===== config.mk =====
export PLATFORM = sky130hd
export DESIGN_NAME = stopwatch_ctrl_flat
export DESIGN_NICKNAME = d
export VERILOG_FILES = /design/src/rtl/stopwatch_ctrl_pkg.sv /design/src/rtl/stopwatch_ctrl_if.sv /design/src/rtl/stopwatch_ctrl_btn_edge.sv /design/src/rtl/stopwatch_ctrl.sv /design/src/flat_wrapper.sv
export SDC_FILE = /design/constraint.sdc
export NUM_CORES = 1
export LEC_CHECK = 0
export ABC_AREA = 0
export CORE_MARGIN = 1
export CORE_UTILIZATION = 35
export CTS_CLUSTER_DIAMETER = 150
export DETAILED_ROUTE_END_ITERATION = 6
export PLACE_DENSITY_LB_ADDON = 0.08
export SYNTH_ARGS = -nofsm -noshare
export SYNTH_HDL_FRONTEND = slang
export SYNTH_SLANG_ARGS = --single-unit

===== constraint.sdc =====
create_clock -name clk -period 2.2 [get_ports clk]
set_clock_uncertainty 0.15 [all_clocks]
set_input_delay 0.33 -clock clk [delete_from_list [all_inputs] [get_ports clk]]
set_output_delay 0.33 -clock clk [all_outputs]
set_load 0.01 [all_outputs]

===== src/rtl/stopwatch_ctrl_pkg.sv =====
// Shared stopwatch state encodings and the button-driven next-state rule,
// also used by the display/top logic.
package stopwatch_ctrl_pkg;

   typedef enum logic [1:0] {
      SW_IDLE = 2'b00,
      SW_RUN  = 2'b01,
      SW_STOP = 2'b10,
      SW_LAP  = 2'b11
   } sw_state_e;

   // A start/stop press always takes priority over a lap/reset press.
   function automatic sw_state_e sw_next(input sw_state_e cur, input logic ss, input logic lr);
      sw_state_e nxt;
      nxt = cur;
      case (cur)
         SW_IDLE: if (ss) nxt = SW_RUN;
         SW_RUN:  if (ss) nxt = SW_STOP; else if (lr) nxt = SW_LAP;
         SW_LAP:  if (ss) nxt = SW_STOP; else if (lr) nxt = SW_RUN;
         SW_STOP: if (ss) nxt = SW_RUN;  else if (lr) nxt = SW_IDLE;
         default: nxt = SW_IDLE;
      endcase
      return nxt;
   endfunction

   function automatic logic sw_counting(input sw_state_e s);
      return (s == SW_RUN) || (s == SW_LAP);
   endfunction

endpackage


===== src/rtl/stopwatch_ctrl_if.sv =====
// Button inputs and counter-chain / display-latch controls of the stopwatch.
interface stopwatch_ctrl_if;
   logic       btn_ss;
   logic       btn_lr;
   logic       cnt_en;
   logic       cnt_nclr;
   logic       lap_load;
   logic       lap_hold;
   logic [1:0] state;
   logic       running;

   modport master (
      input  btn_ss, btn_lr,
      output cnt_en, cnt_nclr, lap_load, lap_hold, state, running
   );

   modport slave (
      output btn_ss, btn_lr,
      input  cnt_en, cnt_nclr, lap_load, lap_hold, state, running
   );
endinterface


===== src/rtl/stopwatch_ctrl_btn_edge.sv =====
// Two-flop synchronizer plus falling-edge detector for an active-low button.
// All flops reset high so leaving reset never looks like a press.
module btn_edge (
   input  logic clk,
   input  logic nclr,
   input  logic din_n,
   output logic press
);
   logic sync1;
   logic sync2;
   logic prev;

   always_ff @(posedge clk or negedge nclr) begin
      if (!nclr) begin
         sync1 <= 1'b1;
         sync2 <= 1'b1;
         prev  <= 1'b1;
      end else begin
         sync1 <= din_n;
         sync2 <= sync1;
         prev  <= sync2;
      end
   end

   assign press = ~sync2 & prev;
endmodule


===== src/rtl/stopwatch_ctrl.sv =====
// Start/stop/lap/reset stopwatch sequencer driving the counter chain and lap latch.
//   state | meaning
//   IDLE  | cleared, not counting
//   RUN   | counting, display live
//   STOP  | halted, count kept
//   LAP   | counting, display shows latched lap value
module stopwatch_ctrl
   import stopwatch_ctrl_pkg::*;
#(
   parameter int TICK_DIV = 500000
) (
   input  logic             clk,
   input  logic             nclr,
   stopwatch_ctrl_if.master bus
);
   localparam int            PW   = (TICK_DIV > 2) ? $clog2(TICK_DIV) : 1;
   localparam logic [PW-1:0] LAST = PW'(TICK_DIV - 1);

   logic            ss_press;
   logic            lr_press;
   sw_state_e       state_q;
   sw_state_e       state_d;
   logic [PW-1:0]   presc;
   logic            cnt_en_q;
   logic            cnt_nclr_q;
   logic            lap_load_q;
   logic            lap_hold_q;
   logic            running_q;

   btn_edge u_ss (.clk(clk), .nclr(nclr), .din_n(bus.btn_ss), .press(ss_press));
   btn_edge u_lr (.clk(clk), .nclr(nclr), .din_n(bus.btn_lr), .press(lr_press));

   assign state_d = sw_next(state_q, ss_press, lr_press);

   // Ticks depend on the state before this edge, so a tick landing on a stop press still goes out.
   always_ff @(posedge clk or negedge nclr) begin
      if (!nclr) begin
         state_q    <= SW_IDLE;
         presc      <= '0;
         cnt_en_q   <= 1'b0;
         cnt_nclr_q <= 1'b0;
         lap_load_q <= 1'b0;
         lap_hold_q <= 1'b0;
         running_q  <= 1'b0;
      end else begin
         state_q    <= state_d;
         if (sw_counting(state_q))
            presc <= (presc == LAST) ? '0 : presc + PW'(1);
         else
            presc <= '0;
         cnt_en_q   <= sw_counting(state_q) && (presc == LAST);
         cnt_nclr_q <= !((state_q == SW_STOP) && (state_d == SW_IDLE));
         lap_load_q <= (state_q == SW_RUN) && (state_d == SW_LAP);
         lap_hold_q <= (state_d == SW_LAP);
         running_q  <= sw_counting(state_d);
      end
   end

   assign bus.state    = state_q;
   assign bus.cnt_en   = cnt_en_q;
   assign bus.cnt_nclr = cnt_nclr_q;
   assign bus.lap_load = lap_load_q;
   assign bus.lap_hold = lap_hold_q;
   assign bus.running  = running_q;
endmodule


===== src/flat_wrapper.sv =====
// flat-port wrapper written by rule: the top's interface ports become plain ports
module stopwatch_ctrl_flat import stopwatch_ctrl_pkg::*;
#(
   parameter int TICK_DIV = 500000
)
  (clk, nclr, bus_btn_ss, bus_btn_lr, bus_cnt_en, bus_cnt_nclr, bus_lap_load, bus_lap_hold, bus_state, bus_running);
  stopwatch_ctrl_if bus_i ();
  input  logic clk;
  input  logic nclr;
  input wire logic [$bits(bus_i.btn_ss)-1:0] bus_btn_ss;
  input wire logic [$bits(bus_i.btn_lr)-1:0] bus_btn_lr;
  output wire logic [$bits(bus_i.cnt_en)-1:0] bus_cnt_en;
  output wire logic [$bits(bus_i.cnt_nclr)-1:0] bus_cnt_nclr;
  output wire logic [$bits(bus_i.lap_load)-1:0] bus_lap_load;
  output wire logic [$bits(bus_i.lap_hold)-1:0] bus_lap_hold;
  output wire logic [$bits(bus_i.state)-1:0] bus_state;
  output wire logic [$bits(bus_i.running)-1:0] bus_running;
  assign bus_i.btn_ss = bus_btn_ss;
  assign bus_i.btn_lr = bus_btn_lr;
  assign bus_cnt_en = bus_i.cnt_en;
  assign bus_cnt_nclr = bus_i.cnt_nclr;
  assign bus_lap_load = bus_i.lap_load;
  assign bus_lap_hold = bus_i.lap_hold;
  assign bus_state = bus_i.state;
  assign bus_running = bus_i.running;
  stopwatch_ctrl #(.TICK_DIV(TICK_DIV)) u_core (.clk(clk), .nclr(nclr), .bus(bus_i));
endmodule

==> results of run 1 <==
==> path summary, 6_finish.rpt <==
| path | start | end | cells after the start |
|---|---|---|---|
| worst max-delay path | u_core.presc[0] | u_core.presc[18] | 5 |
| worst min-delay path | u_core.u_lr.sync1 | u_core.u_lr.sync2 | 0 |
| worst min register to register | u_core.u_lr.sync1 | u_core.u_lr.sync2 | 0 |
| max in group asynchronous | nclr | u_core.u_lr.sync1 | 2 |
| min in group asynchronous | nclr | u_core.bus.cnt_nclr | 2 |
| worst max register to register | u_core.presc[0] | u_core.presc[18] | 5 |
==> area by class of cell <==
cell class / instances / share of cell area (%)
sequential: 31 / 48.41
multi-input combinational: 86 / 32.95
timing repair buffer: 13 / 7.579
clock buffer: 8 / 6.187
tap: 48 / 3.712
inverter: 5 / 1.160
==> worst max-delay path, stage by stage (launching register included) <==
cell	delay, ps
dfrtp_1	400
ha_1	290
nand4_4	150
or4_1	550
or3_1	320
a21oi_1	150
==> layer usage <==
metal  track usage [%]  vias up
met3             4.286        4
met5                 0        -
met4             9.375        0
met1             17.01      421
met2             20.21       14
li1                  -      465
==> sequential cells by signal, summed over array words and instances, names as in the netlist <==
register,cells
u_core.bus.lap_load,1
u_core.u_lr.sync2,1
u_core.u_ss.sync1,1
u_core.u_lr.prev,1
u_core.bus.cnt_nclr,1
u_core.bus.cnt_en,1
u_core.u_lr.sync1,1
u_core.bus.lap_hold,1
u_core.u_ss.sync2,1
u_core.presc,19
u_core.bus.state,1
u_core.bus.running,1
u_core.u_ss.prev,1
==> layout by cell type (no fill, tap or decap), drive strengths merged, types with 2 or more instances in the layout <==
master / netlist / routed
a21oi: 3 / 3
buf: 2 / 3
clkbuf: 0 / 8
clkdlybuf4s50: 0 / 10
dfrtp: 25 / 25
dfstp: 6 / 6
inv: 5 / 5
nand2: 6 / 6
nand3: 8 / 8
nand4: 6 / 6
nor2: 19 / 19
nor3: 4 / 4
nor4: 7 / 7
o21ai: 3 / 3
or2: 2 / 2
or3: 2 / 2
or4: 2 / 2
xnor2: 12 / 12
xor2: 3 / 3
==> stage by stage <==
step	hold WS [ps]	setup WS, ps	util [%]
after floorplan	-115.6	236.5	-
after global placement	195.9	187.9	41.15
after detailed placement	199.7	121.9	41.15
after CTS	208.9	106.2	43.86
after global routing	211.3	26.79	43.86
final	206.6	105.8	43.86
==> kinds of logic after synthesis <==
| family | Yosys count |
|---|---|
| simple gates | 61 |
| xor+xnor | 15 |
| compound gates | 9 |
| buf+inv | 7 |
| flops | 31 |
| fa+ha+maj | 1 |
==> power by group through the flow <==
stage	sequential (mW)	combinational [mW]	clock, mW
final	0.690	0.286	0.481
after global routing	0.697	0.315	0.524
after CTS	0.691	0.292	0.503
after detailed placement	0.701	0.292	0
after global placement	0.696	0.287	0
after floorplan	0.703	0.140	0
==> synth_stat cells <==
library cell and count:
nor2_1 19, nand4_4 1, a21oi_1 3, dfrtp_1 25
nand4_1 4, buf_2 1, inv_1 5, nor2b_1 1
ha_1 1, xor2_1 3, and4_2 1, buf_4 1
o31ai_1 1, or2_2 1, nor3_1 4, nor4_1 7
nand2b_1 1, o21ai_0 2, xnor2_1 12, or4_1 2
o2bb2ai_1 1, nand3_1 8, or2_1 1, nand4_2 1
o21bai_1 1, and2_1 1, nand2_1 6, or3_1 2
o21ai_1 1, dfstp_2 6, nor4bb_1 1
==> report_table.html, run 1 <==
<table>
<tr><th>Metric</th><th>Value</th></tr>
<tr><th colspan="2">Worst setup path</th></tr>
<tr><td>Type of the setup path with the least slack</td><td>flop to flop</td></tr>
<tr><td>Maximum fanout along the worst path</td><td>6</td></tr>
<tr><td>Critical path required time</td><td>2260 ps</td></tr>
<tr><td>Endpoint class of the critical path</td><td>flop</td></tr>
<tr><td>Crit path arrival time</td><td>roughly 2200 ps</td></tr>
<tr><td>Kind of start point of the critical path</td><td>flop</td></tr>
<tr><td>Setup slack of the worst register-to-register path</td><td>110 ps</td></tr>
<tr><th colspan="2">Global routing</th></tr>
<tr><td>Vias in the first global route</td><td>906</td></tr>
<tr><td>Largest net degree at the start of global routing</td><td>32</td></tr>
<tr><td>Aggregate global-route resource usage</td><td>13.70%</td></tr>
<tr><td>Antenna violations before repair</td><td>0</td></tr>
<tr><td>GRT Residual Overflow</td><td>0</td></tr>
<tr><td>First-pass GRT wire length</td><td>4.119 mm</td></tr>
<tr><th colspan="2">Layout</th></tr>
<tr><td>Nets</td><td>147</td></tr>
<tr><td>Post-layout instance area</td><td>0.001618 mm2</td></tr>
<tr><td>Fillers</td><td>360</td></tr>
<tr><td>Ratio of cells with drive above 1 in the final layout</td><td>between 10 and 15%</td></tr>
<tr><td>Register area</td><td>~780 um2</td></tr>
<tr><td>Number of cells in the finished layout apart from fillers</td><td>around 190</td></tr>
<tr><td>Multi-input gate area</td><td>around 530 um2</td></tr>
<tr><td>Synthesis-to-finish area growth</td><td>20.06%</td></tr>
<tr><td>Ant diodes</td><td>0</td></tr>
<tr><th colspan="2">Floorplan</th></tr>
<tr><td>Starting utilization of the core area</td><td>36.53%</td></tr>
<tr><td>Total die area</td><td>0.004102 mm2</td></tr>
<tr><td>Horizontal die dimension</td><td>64.05 um</td></tr>
<tr><td>Row count</td><td>22</td></tr>
<tr><td>Die height</td><td>64.05 um</td></tr>
<tr><td>Floorplan core area</td><td>0.003689 mm2</td></tr>
<tr><td>Boundary Pins</td><td>11</td></tr>
<tr><th colspan="2">Yosys</th></tr>
<tr><td>Leading post-synthesis cells by cell area</td><td>dfrtp_1 (46%), dfstp_2 (12%), xnor2_1 (7.8%), nor2_1 (5.3%), nor4_1 (3.2%)</td></tr>
<tr><td>Area share of the largest cell type after synthesis</td><td>46.43%</td></tr>
<tr><td>Syn Nets</td><td>129</td></tr>
<tr><td>Post-synth design cell area</td><td>0.001348 mm2</td></tr>
<tr><td>Simple-gate portion of the synthesized area</td><td>24.88%</td></tr>
<tr><td>Sequential fraction of the synthesis area</td><td>58.12%</td></tr>
<tr><td>Mean cell area of the mapped netlist</td><td>10.87 um2</td></tr>
<tr><td>Flip-flop and latch count after synthesis</td><td>31</td></tr>
<tr><td>Area share of fa/ha/maj cells after synthesis</td><td>0.9285%</td></tr>
<tr><td>Share of cell area taken by muxes after synthesis</td><td>0%</td></tr>
<tr><td>Area share of xor/xnor cells in the synthesized design</td><td>9.749%</td></tr>
<tr><td>Post-synthesis cell type count</td><td>31</td></tr>
<tr><td>Synthesized instance count</td><td>124</td></tr>
<tr><td>Synth area leader</td><td>dfrtp_1</td></tr>
<tr><td>Area fraction in compound gates after synthesis</td><td>between 3 and 4%</td></tr>
<tr><td>Number of synthesis warnings</td><td>0</td></tr>
<tr><td>Combinational family with the most area after synthesis</td><td>simple AND/OR/NAND/NOR gates</td></tr>
<tr><th colspan="2">Clock tree</th></tr>
<tr><td>Hold Buf Count CTS</td><td>0</td></tr>
<tr><td>H-tree depth reported by CTS</td><td>2</td></tr>
<tr><td>Max clock buf depth</td><td>2</td></tr>
<tr><td>Post-CTS setup repair buffer count</td><td>0</td></tr>
<tr><td>CTS sink cnt</td><td>31</td></tr>
<tr><td>Clock transition at the registers of the reported paths</td><td>~60 ps</td></tr>
<tr><td>Post_cts resized</td><td>0</td></tr>
<tr><td>TritonCTS clock tree</td><td>done</td></tr>
<tr><td>CTS root buf</td><td>clkbuf_8</td></tr>
<tr><td>Clock buffers created by TritonCTS</td><td>5</td></tr>
<tr><td>Insertion delay to the later sink of the worst-skew pair</td><td>280 ps</td></tr>
<tr><th colspan="2">Pwr</th></tr>
<tr><td>Switching share of total power</td><td>27.91%</td></tr>
<tr><td>Reported net switching power</td><td>406.9 uW</td></tr>
<tr><td>Internal power consumption</td><td>1.051 mW</td></tr>
<tr><td>Part of the total power dissipated in the clock network</td><td>about a third</td></tr>
<tr><td>Worst supply voltage drop on vdd</td><td>0.3712 mV</td></tr>
<tr><td>Leak</td><td>0.6356 nW</td></tr>
<tr><td>Flop pwr share</td><td>between 40% and 50%</td></tr>
<tr><td>Portion of total power attributed to combinational logic</td><td>19.6%</td></tr>
<tr><td>Total power after layout</td><td>between 1 and 1.5 mW</td></tr>
<tr><td>Power Density</td><td>around 900 mW/mm2</td></tr>
<tr><th colspan="2">Route</th></tr>
<tr><td>Met3 wire len</td><td>roughly 110 um</td></tr>
<tr><td>DRC</td><td>0</td></tr>
<tr><td>Routed wirelength normalized by instance count</td><td>12.27 um</td></tr>
<tr><td>Number of iterations in the first detailed-routing pass</td><td>3</td></tr>
<tr><td>First DRT Iteration DRCs</td><td>31</td></tr>
<tr><td>Highest metal used</td><td>met4</td></tr>
<tr><td>Via density per instance</td><td>4.733</td></tr>
<tr><td>Final routed wirelength across all metal layers</td><td>2.343 mm</td></tr>
<tr><td>Number of nets still failing antenna checks after routing</td><td>0</td></tr>
<tr><td>Total number of vias</td><td>904</td></tr>
<tr><td>DR WL met2</td><td>1.044 mm</td></tr>
<tr><td>M1 wire length</td><td>between 1 and 1.5 mm</td></tr>
<tr><th colspan="2">STA</th></tr>
<tr><td>Headroom to the max-slew limit</td><td>74.63%</td></tr>
<tr><td>Count of final hold-check violations</td><td>0</td></tr>
<tr><td>Post-route clock period utilization</td><td>95.19%</td></tr>
<tr><td>Setup Total Neg Slack</td><td>0 ps</td></tr>
<tr><td>Setup repair after global routing missed its margin</td><td>false</td></tr>
<tr><td>Final critical-path required period</td><td>2094 ps</td></tr>
<tr><td>Fmax</td><td>477.5 MHz</td></tr>
<tr><td>Number of failing setup endpoints in the final timing report</td><td>0</td></tr>
<tr><td>Worst Max-Slew Pin Slew</td><td>379.7 ps</td></tr>
<tr><td>Number of pins exceeding their max-slew limit in the final report</td><td>0</td></tr>
<tr><th colspan="2">Placed design</th></tr>
<tr><td>Estimated wirelength of the detail-placed design</td><td>1.669 mm</td></tr>
<tr><td>Number of port buffers</td><td>10</td></tr>
<tr><td>Post-DP Area</td><td>roughly 0.0015 mm2</td></tr>
<tr><td>Global placement routability congestion</td><td>a little over 0.8</td></tr>
<tr><td>Placed Instances</td><td>approximately 180</td></tr>
<tr><th colspan="2">Min path</th></tr>
<tr><td>Type of the worst min-delay path</td><td>flop to flop</td></tr>
<tr><th colspan="2">Job</th></tr>
<tr><td>Number of max-cap violations</td><td>0</td></tr>
<tr><th colspan="2">Outcome</th></tr>
<tr><td>Outcome</td><td>finished clean</td></tr>
</table>
No activity file was read; power rests on OpenSTA's default activity.
==> run 2: changes to the inputs <==
--- a/config.mk
+++ b/config.mk
@@ -6,8 +6,7 @@
 export NUM_CORES = 1
 export LEC_CHECK = 0
 export ABC_AREA = 0
-export CORE_MARGIN = 1
-export CORE_UTILIZATION = 35
+export CORE_UTILIZATION = 55
 export CTS_CLUSTER_DIAMETER = 150
 export DETAILED_ROUTE_END_ITERATION = 6
 export PLACE_DENSITY_LB_ADDON = 0.08
==> run 2 against run 1 <==
Net effect:
- combinational power shrank 4%
- sequential share of layout area up 1.9 points
- non-clock buffer count down 1
- global-route usage rose by 8.2 points
- register-to-register slack better by 30 ps
- clock power shrank 24%
- critical path type unchanged
- sequential power is essentially flat
- count of clock-buffer cells in the layout unchanged
- maximum frequency up 1.7%
==> report_table.html, run 2 (synthesis gave the netlist of run 1 again) <==
<table>
<tr><th>Metric</th><th>Value</th></tr>
<tr><th colspan="2">Outcome</th></tr>
<tr><td>Outcome</td><td>finished clean</td></tr>
<tr><th colspan="2">STA</th></tr>
<tr><td>Number of failing setup endpoints in the final timing report</td><td>0 (unchanged)</td></tr>
<tr><td>Headroom to the max-slew limit</td><td>75.44% (+0.80 points)</td></tr>
<tr><td>Worst Max-Slew Pin Slew</td><td>368.5 ps (-11.25 ps)</td></tr>
<tr><td>Fmax</td><td>485.5 MHz (+1.7%)</td></tr>
<tr><td>Setup Total Neg Slack</td><td>0 ps (unchanged)</td></tr>
<tr><td>Number of pins exceeding their max-slew limit in the final report</td><td>0 (unchanged)</td></tr>
<tr><td>Count of final hold-check violations</td><td>0 (unchanged)</td></tr>
<tr><td>Setup repair after global routing missed its margin</td><td>false</td></tr>
<tr><td>Final critical-path required period</td><td>2060 ps (-34.53 ps)</td></tr>
<tr><td>Post-route clock period utilization</td><td>93.62% (-1.6 points)</td></tr>
<tr><th colspan="2">Clock tree</th></tr>
<tr><td>CTS root buf</td><td>clkbuf_4</td></tr>
<tr><td>Clock buffers created by TritonCTS</td><td>5 (unchanged)</td></tr>
<tr><td>Insertion delay to the later sink of the worst-skew pair</td><td>330 ps (+50 ps)</td></tr>
<tr><td>Post-CTS setup repair buffer count</td><td>0 (unchanged)</td></tr>
<tr><td>TritonCTS clock tree</td><td>done</td></tr>
<tr><td>H-tree depth reported by CTS</td><td>2 (unchanged)</td></tr>
<tr><td>CTS sink cnt</td><td>31 (unchanged)</td></tr>
<tr><td>Clock transition at the registers of the reported paths</td><td>90 ps (+30 ps)</td></tr>
<tr><td>Max clock buf depth</td><td>2 (unchanged)</td></tr>
<tr><th colspan="2">Worst setup path</th></tr>
<tr><td>Critical Path Max Stage Delay</td><td>550 ps (about the same)</td></tr>
<tr><td>Endpoint class of the critical path</td><td>flop</td></tr>
<tr><td>Top cell family by delay on the critical path</td><td>simple AND/OR/NAND/NOR gates</td></tr>
<tr><td>Worst path bufs/invs</td><td>0 (unchanged)</td></tr>
<tr><td>Cell-by-cell listing of the critical path</td><td>ha_2 -&gt; nand4_4 -&gt; or4_1 -&gt; or3_1 -&gt; a21oi_1</td></tr>
<tr><td>Critical path required time</td><td>2310 ps (+50 ps)</td></tr>
<tr><td>Crit path arrival time</td><td>2170 ps (+20 ps)</td></tr>
<tr><td>Slowest stage cell on the critical path</td><td>or4_1</td></tr>
<tr><td>Maximum fanout along the worst path</td><td>6 (unchanged)</td></tr>
<tr><td>Type of the setup path with the least slack</td><td>flop to flop</td></tr>
<tr><td>Kind of start point of the critical path</td><td>flop</td></tr>
<tr><th colspan="2">Global routing</th></tr>
<tr><td>GRT Residual Overflow</td><td>0 (unchanged)</td></tr>
<tr><td>Antenna violations before repair</td><td>0 (unchanged)</td></tr>
<tr><td>Aggregate global-route resource usage</td><td>21.95% (+8.2 points)</td></tr>
<tr><td>Vias in the first global route</td><td>900 (-0.66%)</td></tr>
<tr><td>First-pass GRT wire length</td><td>4.036 mm (-2.0%)</td></tr>
<tr><td>Largest net degree at the start of global routing</td><td>32 (unchanged)</td></tr>
<tr><th colspan="2">Layout</th></tr>
<tr><td>Largest register by flop count</td><td>u_core.presc</td></tr>
<tr><td>Most common cell after layout, fill and taps aside</td><td>dfrtp_1</td></tr>
<tr><td>Number of flip-flops in the largest register</td><td>19 (unchanged)</td></tr>
<tr><td>Post-layout util</td><td>69.03% (+25 points)</td></tr>
<tr><td>Nets</td><td>146 (-0.68%)</td></tr>
<tr><td>Commonest cells after routing, fill and taps aside</td><td>dfrtp_1 (25), nor2_1 (19), xnor2_1 (12), clkdlybuf4s50_1 (10), nand3_1 (8)</td></tr>
<tr><td>Ant diodes</td><td>0 (unchanged)</td></tr>
<tr><td>Synthesis-to-finish area growth</td><td>15.51%</td></tr>
<tr><td>Ratio of cells with drive above 1 in the final layout</td><td>14.08% (+0.098 points)</td></tr>
<tr><th colspan="2">Placed design</th></tr>
<tr><td>Global placement routability congestion</td><td>0.7584 (-7.7%)</td></tr>
<tr><td>Estimated wirelength of the detail-placed design</td><td>1.555 mm (-6.8%)</td></tr>
<tr><td>Number of port buffers</td><td>10 (unchanged)</td></tr>
<tr><th colspan="2">Floorplan</th></tr>
<tr><td>Row count</td><td>17 (-23%)</td></tr>
<tr><td>Boundary Pins</td><td>11 (unchanged)</td></tr>
<tr><td>Starting utilization of the core area</td><td>59.77% (+23 points)</td></tr>
<tr><td>Total die area</td><td>0.002652 mm2 (-35%)</td></tr>
<tr><td>Floorplan core area</td><td>0.002255 mm2 (-39%)</td></tr>
<tr><td>Die height</td><td>51.50 um (-20%)</td></tr>
<tr><td>Horizontal die dimension</td><td>51.50 um (-20%)</td></tr>
<tr><th colspan="2">Pwr</th></tr>
<tr><td>Leak</td><td>0.6156 nW (-3.1%)</td></tr>
<tr><td>Power Density</td><td>855.6 mW/mm2 (-5.0%)</td></tr>
<tr><td>Worst supply voltage drop on vdd</td><td>0.6389 mV (+72%)</td></tr>
<tr><th colspan="2">Route</th></tr>
<tr><td>Via density per instance</td><td>5.476 (+16%)</td></tr>
<tr><td>Total number of vias</td><td>931 (+3.0%)</td></tr>
<tr><td>Routed wirelength normalized by instance count</td><td>13.09 um (+6.7%)</td></tr>
<tr><td>DRC</td><td>0 (unchanged)</td></tr>
<tr><td>Final routed wirelength across all metal layers</td><td>2.226 mm (-5.0%)</td></tr>
<tr><td>Number of iterations in the first detailed-routing pass</td><td>4 (+1)</td></tr>
<tr><td>Number of nets still failing antenna checks after routing</td><td>0 (unchanged)</td></tr>
<tr><td>First DRT Iteration DRCs</td><td>4 (-87%)</td></tr>
<tr><th colspan="2">Job</th></tr>
<tr><td>Number of max-cap violations</td><td>0 (unchanged)</td></tr>
<tr><th colspan="2">Min path</th></tr>
<tr><td>Type of the worst min-delay path</td><td>flop to flop</td></tr>
</table>
run 2: stage by stage:
stage | power [mW] | instance area, um2 | worst slack [ps] | hold slack [ps] | cells
after floorplan | 0.8427 | 1348 | 236.5 | -115.6 | 124
after global placement | 0.9592 | 1485 | 200.2 | 195.4 | 162
after detailed placement | 0.9747 | 1485 | 107.7 | 201.0 | 162
after CTS | 1.345 | 1554 | 86.88 | 214.3 | 170
after global routing | 1.408 | 1556 | 26.71 | 216.0 | 170
final | 1.332 | 1556 | 140.3 | 212.2 | 170
run 2: per-layer routing:
layer,vias up,wire (um),track usage [%]
met1,443,1054,28.37
met3,5,102,9.064
li1,462,-,-
met5,-,0,0
met4,0,43,10.36
met2,21,1026,32.03
run 2: layout make-up:
class / instances / area, um2
Timing Repair Buffer: 12 / 115.1
Tap cell: 28 / 35.03
Multi-Input combinational cell: 86 / 535.5
Clock buffer: 8 / 68.82
Fill cell: 173 / 698.2
Inverter: 5 / 18.77
Sequential cell: 31 / 783.3
run 2: worst paths after layout:
path	end	cells past startpoint	slack, ps	from
min	u_core.u_lr.sync2	0	210	u_core.u_lr.sync1
max reg2reg	u_core.presc[18]	5	140	u_core.presc[0]
min in group asynchronous	u_core.bus.running	2	230	nclr
min reg2reg	u_core.u_lr.sync2	0	210	u_core.u_lr.sync1
max	u_core.presc[18]	5	140	u_core.presc[0]
max in group asynchronous	u_core.u_ss.sync2	2	1360	nclr
run 2: report_power, final:
group	total [mW]	switching [mW]	leakage [nW]	internal, mW
logic	0.275	0.148	0.177	0.127
clock network	0.367	0.180	0.0386	0.188
registers	0.690	0.0605	0.400	0.629
run 2: repair_timing:
action	in CTS	in global routing
hold buffers	0	0
gates resized for setup	0	1
hold endpoints to repair	0	0
endpoints found under the setup margin	0	1
